### src/rtl/lsu_pkg.sv
// Shared encodings for the LSU memory port: request op codes, memory write-type codes, FSM states.
// Latency: none; this file holds only definitions and pure helper functions.
// Backpressure: none.
package lsu_pkg;

  typedef enum logic [3:0] {
    OP_LW  = 4'd0,
    OP_LB  = 4'd1,
    OP_LBU = 4'd2,
    OP_LH  = 4'd3,
    OP_LHU = 4'd4,
    OP_SW  = 4'd5,
    OP_SB  = 4'd6,
    OP_SH  = 4'd7,
    OP_LL  = 4'd8,
    OP_SC  = 4'd9
  } op_e;

  // Write-type code seen by the data memory; the memory does its own lane placement.
  typedef enum logic [2:0] {
    MW_READ = 3'd0,
    MW_WORD = 3'd1,
    MW_BYTE = 3'd2,
    MW_SC   = 3'd3,
    MW_HALF = 3'd4
  } mw_e;

  typedef enum logic [1:0] {
    ST_IDLE   = 2'd0,
    ST_ACCESS = 2'd1,
    ST_WAIT   = 2'd2,
    ST_RESP   = 2'd3
  } state_e;

  localparam logic [3:0] OP_LAST = 4'd9;

  // Raw op code check; anything above SC is illegal.
  function automatic logic op_legal(input logic [3:0] op);
    return op <= OP_LAST;
  endfunction

  // Ops that read memory and come back through the extraction path.
  function automatic logic op_is_load(input op_e op);
    return op inside {OP_LW, OP_LB, OP_LBU, OP_LH, OP_LHU, OP_LL};
  endfunction

  // Plain stores; these can break a reservation on the same word.
  function automatic logic op_is_store(input op_e op);
    return op inside {OP_SW, OP_SB, OP_SH};
  endfunction

  // Word ops need a 4-byte aligned address, half ops 2-byte, byte ops never fault.
  function automatic logic op_misaligned(input op_e op, input logic [1:0] lo);
    logic bad;
    bad = 1'b0;
    case (op)
      OP_LW, OP_SW, OP_LL, OP_SC: bad = (lo != 2'b00);
      OP_LH, OP_LHU, OP_SH:       bad = lo[0];
      default:                    bad = 1'b0;
    endcase
    return bad;
  endfunction

endpackage

### src/rtl/lsu_mem_port_if.sv
// Bundle of request, response and data-memory signals for the LSU memory port.
// Latency: wires only.
// Backpressure: req_valid/req_ready on requests, resp_valid/resp_ready on responses.
interface lsu_mem_port_if #(
  parameter int AW = 16
);
  logic          req_valid;
  logic          req_ready;
  logic [3:0]    req_op;
  logic [AW-1:0] req_addr;
  logic [31:0]   req_wdata;

  logic          resp_valid;
  logic          resp_ready;
  logic [31:0]   resp_rdata;
  logic          resp_err;

  logic [AW-1:0] mem_addr;
  logic [31:0]   mem_wdata;
  logic [2:0]    mem_wr;
  logic [31:0]   mem_rdata;

  // The LSU itself: takes requests, returns responses, drives the memory.
  modport slave (
    input  req_valid, req_op, req_addr, req_wdata, resp_ready, mem_rdata,
    output req_ready, resp_valid, resp_rdata, resp_err, mem_addr, mem_wdata, mem_wr
  );

  // The pipeline stage plus memory side facing the LSU.
  modport master (
    output req_valid, req_op, req_addr, req_wdata, resp_ready, mem_rdata,
    input  req_ready, resp_valid, resp_rdata, resp_err, mem_addr, mem_wdata, mem_wr
  );
endinterface

### src/rtl/lsu_extract.sv
// Big-endian lane select and sign/zero extension of a memory read word for the load ops.
// Latency: combinational.
// Backpressure: none.
module lsu_extract
  import lsu_pkg::*;
(
  input  logic [31:0] word,
  input  logic [1:0]  offset,
  input  op_e         op,
  output logic [31:0] result
);

  logic [7:0]  lane_byte;
  logic [15:0] lane_half;

  // Byte at offset o sits in word[31-8o -: 8]; the half starts at the same byte.
  always_comb begin
    lane_byte = word[31:24];
    lane_half = word[31:16];
    case (offset)
      2'd1: begin
        lane_byte = word[23:16];
        lane_half = word[23:8];
      end
      2'd2: begin
        lane_byte = word[15:8];
        lane_half = word[15:0];
      end
      2'd3: begin
        // Only byte loads reach here; the half value is never selected.
        lane_byte = word[7:0];
        lane_half = word[15:0];
      end
      default: begin
        lane_byte = word[31:24];
        lane_half = word[31:16];
      end
    endcase
  end

  // Widen the selected lane according to the op; word loads pass straight through.
  always_comb begin
    result = word;
    case (op)
      OP_LB:   result = {{24{lane_byte[7]}}, lane_byte};
      OP_LBU:  result = {24'd0, lane_byte};
      OP_LH:   result = {{16{lane_half[15]}}, lane_half};
      OP_LHU:  result = {16'd0, lane_half};
      default: result = word;
    endcase
  end

endmodule

### src/rtl/lsu_mem_port.sv
// Load/store initiator to a big-endian byte memory with LL/SC reservation and alignment check.
// Latency from accept: error response +1, store/SC +2, load/LL +3 cycles; one request in flight.
// Backpressure: req_ready only in IDLE; response held until resp_ready, then IDLE next cycle.
module lsu_mem_port
  import lsu_pkg::*;
#(
  parameter int AW = 16,
  parameter int DW = 32
)
(
  input logic           Clk,
  input logic           Reset,
  lsu_mem_port_if.slave bus
);

  state_e        state_q;
  state_e        state_d;
  op_e           op_q;
  logic [AW-1:0] addr_q;
  logic [AW-1:0] mem_addr_q;
  logic [DW-1:0] mem_wdata_q;
  logic          res_valid_q;
  logic [AW-3:0] res_addr_q;
  logic [DW-1:0] resp_rdata_q;
  logic          resp_err_q;

  op_e           req_op_e;
  logic          req_bad;
  logic          accept;
  logic          sc_ok;
  mw_e           mem_wr_c;
  logic [31:0]   load_result;

  assign req_op_e = op_e'(bus.req_op);
  assign req_bad  = !op_legal(bus.req_op) || op_misaligned(req_op_e, bus.req_addr[1:0]);
  assign accept   = (state_q == ST_IDLE) && bus.req_valid;
  // Reservation is compared at word granularity against the registered request.
  assign sc_ok    = res_valid_q && (res_addr_q == addr_q[AW-1:2]);

  // State register.
  always_ff @(posedge Clk) begin
    if (Reset) begin
      state_q <= ST_IDLE;
    end else begin
      state_q <= state_d;
    end
  end

  // Next state and the memory write code; a write is only ever driven from ACCESS.
  always_comb begin
    state_d  = state_q;
    mem_wr_c = MW_READ;
    case (state_q)
      ST_IDLE: begin
        if (bus.req_valid) begin
          state_d = req_bad ? ST_RESP : ST_ACCESS;
        end
      end
      ST_ACCESS: begin
        case (op_q)
          OP_SW:   mem_wr_c = MW_WORD;
          OP_SB:   mem_wr_c = MW_BYTE;
          OP_SH:   mem_wr_c = MW_HALF;
          OP_SC:   mem_wr_c = sc_ok ? MW_SC : MW_READ;
          default: mem_wr_c = MW_READ;
        endcase
        state_d = op_is_load(op_q) ? ST_WAIT : ST_RESP;
      end
      ST_WAIT: begin
        state_d = ST_RESP;
      end
      ST_RESP: begin
        if (bus.resp_ready) begin
          state_d = ST_IDLE;
        end
      end
      default: begin
        state_d = ST_IDLE;
      end
    endcase
  end

  // Capture the accepted request; pipeline inputs are ignored afterwards.
  always_ff @(posedge Clk) begin
    if (Reset) begin
      op_q   <= OP_LW;
      addr_q <= '0;
    end else if (accept) begin
      op_q   <= req_op_e;
      addr_q <= bus.req_addr;
    end
  end

  // Memory address/data registers; they hold across idle cycles and errored requests.
  always_ff @(posedge Clk) begin
    if (Reset) begin
      mem_addr_q  <= '0;
      mem_wdata_q <= '0;
    end else if (accept && !req_bad) begin
      case (req_op_e)
        // The memory writes a half at Ad+2/Ad+3, so point Ad two bytes below the target.
        OP_SH:               mem_addr_q <= bus.req_addr - AW'(2);
        OP_SW, OP_SB, OP_SC: mem_addr_q <= bus.req_addr;
        default:             mem_addr_q <= {bus.req_addr[AW-1:2], 2'b00};
      endcase
      case (req_op_e)
        OP_SW, OP_SC: mem_wdata_q <= bus.req_wdata;
        OP_SB:        mem_wdata_q <= {24'd0, bus.req_wdata[7:0]};
        OP_SH:        mem_wdata_q <= {16'd0, bus.req_wdata[15:0]};
        default:      mem_wdata_q <= mem_wdata_q;
      endcase
    end
  end

  // Single LL/SC reservation; only requests that reach ACCESS can touch it.
  always_ff @(posedge Clk) begin
    if (Reset) begin
      res_valid_q <= 1'b0;
      res_addr_q  <= '0;
    end else if (state_q == ST_ACCESS) begin
      if (op_q == OP_LL) begin
        res_valid_q <= 1'b1;
        res_addr_q  <= addr_q[AW-1:2];
      end else if (op_q == OP_SC) begin
        res_valid_q <= 1'b0;
      end else if (op_is_store(op_q) && (res_addr_q == addr_q[AW-1:2])) begin
        res_valid_q <= 1'b0;
      end
    end
  end

  lsu_extract u_extract (
    .word   (bus.mem_rdata),
    .offset (addr_q[1:0]),
    .op     (op_q),
    .result (load_result)
  );

  // Response registers: cleared on accept, then filled by SC outcome or load data.
  always_ff @(posedge Clk) begin
    if (Reset) begin
      resp_rdata_q <= '0;
      resp_err_q   <= 1'b0;
    end else begin
      case (state_q)
        ST_IDLE: begin
          if (bus.req_valid) begin
            resp_rdata_q <= '0;
            resp_err_q   <= req_bad;
          end
        end
        ST_ACCESS: begin
          if (op_q == OP_SC) begin
            resp_rdata_q <= DW'(sc_ok);
          end
        end
        ST_WAIT: begin
          resp_rdata_q <= load_result;
        end
        default: begin
          resp_rdata_q <= resp_rdata_q;
        end
      endcase
    end
  end

  assign bus.req_ready  = (state_q == ST_IDLE);
  assign bus.resp_valid = (state_q == ST_RESP);
  assign bus.resp_rdata = resp_rdata_q;
  assign bus.resp_err   = resp_err_q;
  assign bus.mem_addr   = mem_addr_q;
  assign bus.mem_wdata  = mem_wdata_q;
  assign bus.mem_wr     = mem_wr_c;

endmodule
### src/flat_wrapper.sv
// flat-port wrapper written by rule: the top's interface ports become plain ports
module lsu_mem_port_flat import lsu_pkg::*;
#(
  parameter int AW = 16,
  parameter int DW = 32
)
  (Clk, Reset, bus_req_valid, bus_req_op, bus_req_addr, bus_req_wdata, bus_resp_ready, bus_mem_rdata, bus_req_ready, bus_resp_valid, bus_resp_rdata, bus_resp_err, bus_mem_addr, bus_mem_wdata, bus_mem_wr);
  lsu_mem_port_if #(.AW(AW)) bus_i ();
  input logic Clk;
  input logic Reset;
  input wire logic [$bits(bus_i.req_valid)-1:0] bus_req_valid;
  input wire logic [$bits(bus_i.req_op)-1:0] bus_req_op;
  input wire logic [$bits(bus_i.req_addr)-1:0] bus_req_addr;
  input wire logic [$bits(bus_i.req_wdata)-1:0] bus_req_wdata;
  input wire logic [$bits(bus_i.resp_ready)-1:0] bus_resp_ready;
  input wire logic [$bits(bus_i.mem_rdata)-1:0] bus_mem_rdata;
  output wire logic [$bits(bus_i.req_ready)-1:0] bus_req_ready;
  output wire logic [$bits(bus_i.resp_valid)-1:0] bus_resp_valid;
  output wire logic [$bits(bus_i.resp_rdata)-1:0] bus_resp_rdata;
  output wire logic [$bits(bus_i.resp_err)-1:0] bus_resp_err;
  output wire logic [$bits(bus_i.mem_addr)-1:0] bus_mem_addr;
  output wire logic [$bits(bus_i.mem_wdata)-1:0] bus_mem_wdata;
  output wire logic [$bits(bus_i.mem_wr)-1:0] bus_mem_wr;
  assign bus_i.req_valid = bus_req_valid;
  assign bus_i.req_op = bus_req_op;
  assign bus_i.req_addr = bus_req_addr;
  assign bus_i.req_wdata = bus_req_wdata;
  assign bus_i.resp_ready = bus_resp_ready;
  assign bus_i.mem_rdata = bus_mem_rdata;
  assign bus_req_ready = bus_i.req_ready;
  assign bus_resp_valid = bus_i.resp_valid;
  assign bus_resp_rdata = bus_i.resp_rdata;
  assign bus_resp_err = bus_i.resp_err;
  assign bus_mem_addr = bus_i.mem_addr;
  assign bus_mem_wdata = bus_i.mem_wdata;
  assign bus_mem_wr = bus_i.mem_wr;
  lsu_mem_port #(.AW(AW), .DW(DW)) u_core (.Clk(Clk), .Reset(Reset), .bus(bus_i));
endmodule
### config.mk
export PLATFORM = sky130hd
export DESIGN_NAME = lsu_mem_port_flat
export DESIGN_NICKNAME = d
export VERILOG_FILES = /design/src/rtl/lsu_pkg.sv /design/src/rtl/lsu_mem_port_if.sv /design/src/rtl/lsu_extract.sv /design/src/rtl/lsu_mem_port.sv /design/src/flat_wrapper.sv
export SDC_FILE = /design/constraint.sdc
export NUM_CORES = 1
export LEC_CHECK = 0
export BUFFER_PORTS_ARGS = -buffer_cell sky130_fd_sc_hd__buf_4
export CAP_MARGIN = 10
export CORE_MARGIN = 2
export CORE_UTILIZATION = 50
export DETAILED_ROUTE_END_ITERATION = 12
export PLACE_DENSITY = 0.75
export SYNTH_ARGS = -nofsm -noshare
export SYNTH_HDL_FRONTEND = slang
export SYNTH_SLANG_ARGS = --single-unit
### constraint.sdc
create_clock -name Clk -period 5.05 [get_ports Clk]
set_input_delay 0.7575 -clock Clk [delete_from_list [all_inputs] [get_ports Clk]]
set_output_delay 0.7575 -clock Clk [all_outputs]
set_load 0.01 [all_outputs]
== Word-level counts from Yosys, hierarchy flattened ==
Index checks and enable logic that the tools add are counted.
Cells by class
  add/subtract/negate cells: 1
  $lt $le $gt $ge: 1
  equality and inequality tests: 26
  multiplexer cells: 20
  reduce and logical (&&, ||, !) cells: 27
Operators by type and width (count)
  $pmux W32 S3: 2
  $pmux W32 S4: 1
  $mux W32: 2
  $pmux W16 S2: 2
  $eq A4 B3 Y1 const B: 8
  $pmux W8 S3: 1
  $eq A4 B4 Y1 const B: 4
  $sub A16 B2 Y16 const B: 1
  $eq A14 B14 Y1: 1
  $eq A4 B2 Y1 const B: 3
  $pmux W3 S4: 1
  $reduce_bool A3 Y1: 4
  $reduce_and A2 Y1: 5
  $eq A2 B2 Y1 const B: 4
  $logic_not A4 Y1: 2
  $mux W2: 4
  $pmux W2 S4: 1
  $ne A2 B2 Y1 const B: 3
  $reduce_bool A6 Y1: 1
  $reduce_or A3 Y1: 2
  $eq A2 B1 Y1 const B: 2
  $eq A4 B1 Y1 const B: 1
  $le A4 B4 Y1 const B: 1
  $logic_and A1 B1 Y1: 4
  10 further kinds: 15
Word-level totals
  bits in registers: 118
  bits of input ports: 88
  output and inout port bits: 86
  logic and storage cells: 84

== Logic depth before layout (Yosys ltp) ==
  depth in word-level cells: 7
  mapped depth: 9
  depth with buffers taken out: 7

== Modules after synthesis ==
Synthesis repeated with hierarchy kept, for this count alone.
Second synthesis, totals
  cells, all modules: 735
  area total of the unflattened synthesis: 6133.4 um^2
By module, submodules not included
  lsu_mem_port: instances 1, cells an instance 596, area each 5012.3 um^2, sequential area each 2362.3 um^2
  lsu_extract: instances 1, cells an instance 139, area each 1121.1 um^2, sequential area each 0.0 um^2

== Least setup slack after synthesis ==
No wires, ideal clock.
  path type: input to register
  from: in bus_req_op[1]
  to: reg u_core.mem_addr_q[13], in the netlist u_core.bus.mem_addr[13]
  arrival time: 2.239 ns
  required time: 4.959 ns
  setup slack: 2.720 ns
  stages on the path: 8
  path buffers: 3
  cells stage by stage: buf_2 > or4_4 > nor2_1 > a211o_1 > buf_2 > buf_4 > nor2_1 > a311oi_1
On the way
  word-level cells in the longest chain between the ends: 6
RTL lines
  start, declared: RTL line flat_wrapper.sv:12  | input wire logic [$bits(bus_i.req_op)-1:0] bus_req_op;
  $eq A4 B4 Y1 (tied with other cells): RTL line lsu_pkg.sv:56  | case (op)
  $reduce_or A4 Y1 or $reduce_or A3 Y1 (tied branches): RTL line lsu_pkg.sv:56
  $pmux W1 S2: RTL line lsu_pkg.sv:56
  $logic_or A1 B1 Y1: RTL line lsu_mem_port.sv:35  | assign req_bad = !op_legal(bus.req_op) || op_misaligned(req_op_e, bus.req_addr[1:0]);
  $logic_not A1 Y1: RTL line lsu_mem_port.sv:99  | end else if (accept && !req_bad) begin
  $logic_and A1 B1 Y1: RTL line lsu_mem_port.sv:99
  end signal, assigned: RTL line lsu_mem_port.sv:102  | OP_SH: mem_addr_q <= bus.req_addr - AW'(2);
  end signal, assigned: RTL line lsu_mem_port.sv:103  | OP_SW, OP_SB, OP_SC: mem_addr_q <= bus.req_addr;
  end signal, assigned: RTL line lsu_mem_port.sv:104  | default: mem_addr_q <= {bus.req_addr[AW-1:2], 2'b00};
  end, declared: RTL line lsu_mem_port.sv:20  | logic [AW-1:0] mem_addr_q;
Several ways; a longest one is shown, not always the timed one.
A chain may end at the register's enable or synchronous reset.

== Worst setup path in the final report ==
  from: reg u_core.state_q[0]
  to: reg u_core.mem_addr_q[13], in the netlist u_core.bus.mem_addr[13]
On the way
  word-level cells in the longest chain between the ends: 3
RTL lines
  start, declared: RTL line lsu_mem_port.sv:16  | state_e state_q;
  start signal, assigned: RTL line lsu_mem_port.sv:45  | state_q <= state_d;
  $logic_not A2 Y1: RTL line lsu_mem_port.sv:36  | assign accept = (state_q == ST_IDLE) && bus.req_valid;
  $logic_and A1 B1 Y1: RTL line lsu_mem_port.sv:36
  $logic_and A1 B1 Y1: RTL line lsu_mem_port.sv:99
Every way passes these cells.

==> flow_metrics.tcl <==
set metrics [dict create \
    worstPathRequired_ns 5.36 \
    dp_hpwl_um 11290 \
    die_h_um 111.2 \
    ys_warn_count 0 \
    ir_worst_vdd_uv 276.0 \
    drive_gt1_share_pct 29.50 \
    synth_most_common_cell "dfxtp_1" \
    ctsHtreeMaxLevel 4 \
    grt_max_degree 89 \
    final-instance-count-excl-fill 977 \
    post_cts_buffers 0 \
    fin_area_sq_um 7634 \
    clkTransAtPathRegs_ns 0.05 \
    grt_pass1_wl_um 27240 \
    crit_family "compound AO/OA/AOI/OAI gates" \
    powerDensity_nw_per_um2 413.8 \
    period_minus_slack_ns 3.605 \
    n_antenna_cell 0 \
    num_vias 5745 \
    postCtsHoldBufs 0 \
    max_slew.worst_pin.slew_ns 1.189 \
    cts_tree "done" \
    async_reset_ff_share_pct 0 \
    tns_ns 0 \
    cts_root_buf "clkbuf_16" \
    area_growth_pct 32.75 \
    antenna_found_initial 0 \
    cp_slowest_stage_delay_ns 0.90 \
    yosys_most_used_dff "dfxtp_1" \
    cp.arrival_ns 3.91 \
    viasPerCell 5.880 \
    io_buffers 173 \
    fin_crit_sh_pct 71.38 \
    worstPathCellList "inv_1, ha_1, nand2_1, a2111oi_1, a211o_2, nor2_1, a311oi_1" \
    num_rows 39 \
    postPlaceCellArea_sq_um 7053 \
    hold_path.class "flip-flop to flip-flop" \
    synth_nets 772 \
    post_drt_wl_per_cell_um 16.99 \
    ioPinCount 174 \
    rsz0062_at_grt "false" \
    start_util_pct 50.80 \
    yosysTopAreaCellShare_pct 41.08 \
    cp-end-kind "flip-flop" \
    netlist_area_sq_um 5751 \
    fp.coreArea_sq_um 11320 \
    setup_viol 0 \
    grt_overflow_total 0 \
    crit_buf_inv 1 \
    clk_latency_ns 0.42 \
    criticalPathCategory "flip-flop to flip-flop" \
    p_leak_uw 0.003041 \
    clock_path_buffers 2 \
    hold_viol_final 0 \
    placed_cells 946 \
    seq_area_frac_synth_pct 41.08 \
    dieArea_sq_um 12370 \
    grt_pass1_vias 5517 \
    ys_seq_elements 118 \
    clock_sinks 118 \
    synth_edf_count 0 \
    dr.first_iter.drc_count 550 \
    synth.distinct_cells 57 \
    antenna_left 0 \
    fillerInstances 926 \
    ys_top_cells_by_area "dfxtp_1, nand2_1, o21ai_1, a21oi_1, nor2_1" \
    drc 0 \
    finClkSkew_ns 0.01135 \
    syn_inst 679 \
    cpMaxStageDelayCell "a211o_2" \
    die_w_um 111.2 \
    cts_buffers 17 \
    fmaxAchievable_ghz 0.2774 \
    cts_resized 0 \
    synthTopCellsByCount "dfxtp_1, nand2_1, o21ai_1" \
    relSlewSlack_pct 20.16 \
    status "completed" \
    wirelength_um 16600 \
    cp-start-kind "flip-flop" \
    nets 915 \
    syn_area_per_cell_sq_um 8.469 \
    crit_path_max_fanout 61 \
    cap_violations 0 \
    grt_use_total_pct 26.85 \
    yosysTopAreaCell "dfxtp_1" \
    place_congestion 0.9252 \
    slew_violations 0 \
    firstDrtPassIters 6 \
]
-- logic make-up (layout without fill, tap and decap cells) --
logic type      count (synthesis)  count (layout)  share of synthesized area (%)
flops                         118             118                          41.08
compound gates                193             193                          20.82
simple gates                  235             235                          19.80
xor+xnor                       26              26                          3.960
fa+ha+maj                       5               5                          1.088
mux                            38              38                          8.703
buf+inv                        64             219                          4.547
-- cell type report --
class                   instances  area, sq um  area share (%)
inverters                      11        41.29          0.5409
repair buffers                177         1329           17.41
multi-input cells             497         3142           41.16
clock buffers                  21        450.4           5.901
clock inverters                10        130.1           1.705
flip-flops and latches        118         2362           30.95
well taps                     143        178.9           2.344
-- through the flow --
stage / setup WS, ns / power [uW] / util [%] / hold WS (ns)
global route: 1.106 / 3306 / 67.43 / 0.4681
detailed placement: 1.498 / 1967 / 62.30 / 0.4389
floorplan: 2.720 / 1683 / - / 0.4459
global placement: 1.618 / 1939 / 62.30 / 0.4350
CTS: 1.496 / 3166 / 67.43 / 0.4460
finish: 1.445 / 3159 / 67.43 / 0.4414
-- report_power, final --
group          total (uW)  switching [uW]  internal, uW
Sequential           1110            88.6          1020
Combinational         851             492           360
Clock                1200             418           780
-- worst paths after layout --
kind / start / end / slack [ns] / depth (start not counted)
min reg2reg: u_core.bus.resp_rdata[5] / u_core.bus.resp_rdata[5] / 0.44 / 2
min: u_core.bus.resp_rdata[5] / u_core.bus.resp_rdata[5] / 0.44 / 2
max: u_core.state_q[0] / u_core.bus.mem_addr[13] / 1.45 / 7
max reg2reg: u_core.state_q[0] / u_core.bus.mem_addr[13] / 1.45 / 7
-- state kept, by name, indices dropped and copies added (netlist names) --
signal and cells:
u_core.op_q 4, u_core.bus.resp_err 1, u_core.res_valid_q 1, u_core.state_q 2
u_core.bus.mem_addr 16, u_core.bus.mem_wdata 32, u_core.bus.resp_rdata 32, u_core.addr_q 16
u_core.res_addr_q 14
-- worst min-delay path: cells and delay by family, from the launching register on --
| kind | cells | cell delay, ns |
|---|---|---|
| AOI/OAI and AO/OA | 1 | 0.05 |
| DFF | 1 | 0.30 |
| and+or+nand+nor | 1 | 0.05 |
-- per-layer routing --
layer  track usage, %  part of all wire (%)  vias up
met4            9.300                   2.3        0
met5                0                     0        -
met1            34.45                    42     2722
met3            8.365                   8.1       37
met2            42.93                    48      245
li1                 -                     -     2741
-- layout by cell type (no fill, tap or decap), types with 11 or more instances in the layout --
cell       instances
buf_4            177
dfxtp_1          118
nand2_1           88
o21ai_1           65
a21oi_1           62
nor2_1            58
nand4_1           29
xnor2_1           20
nand3_1           17
clkbuf_16         17
mux2_2            16
a211oi_1          14
mux2i_1           14
inv_1             11
(Power assumes the default switching activity.)
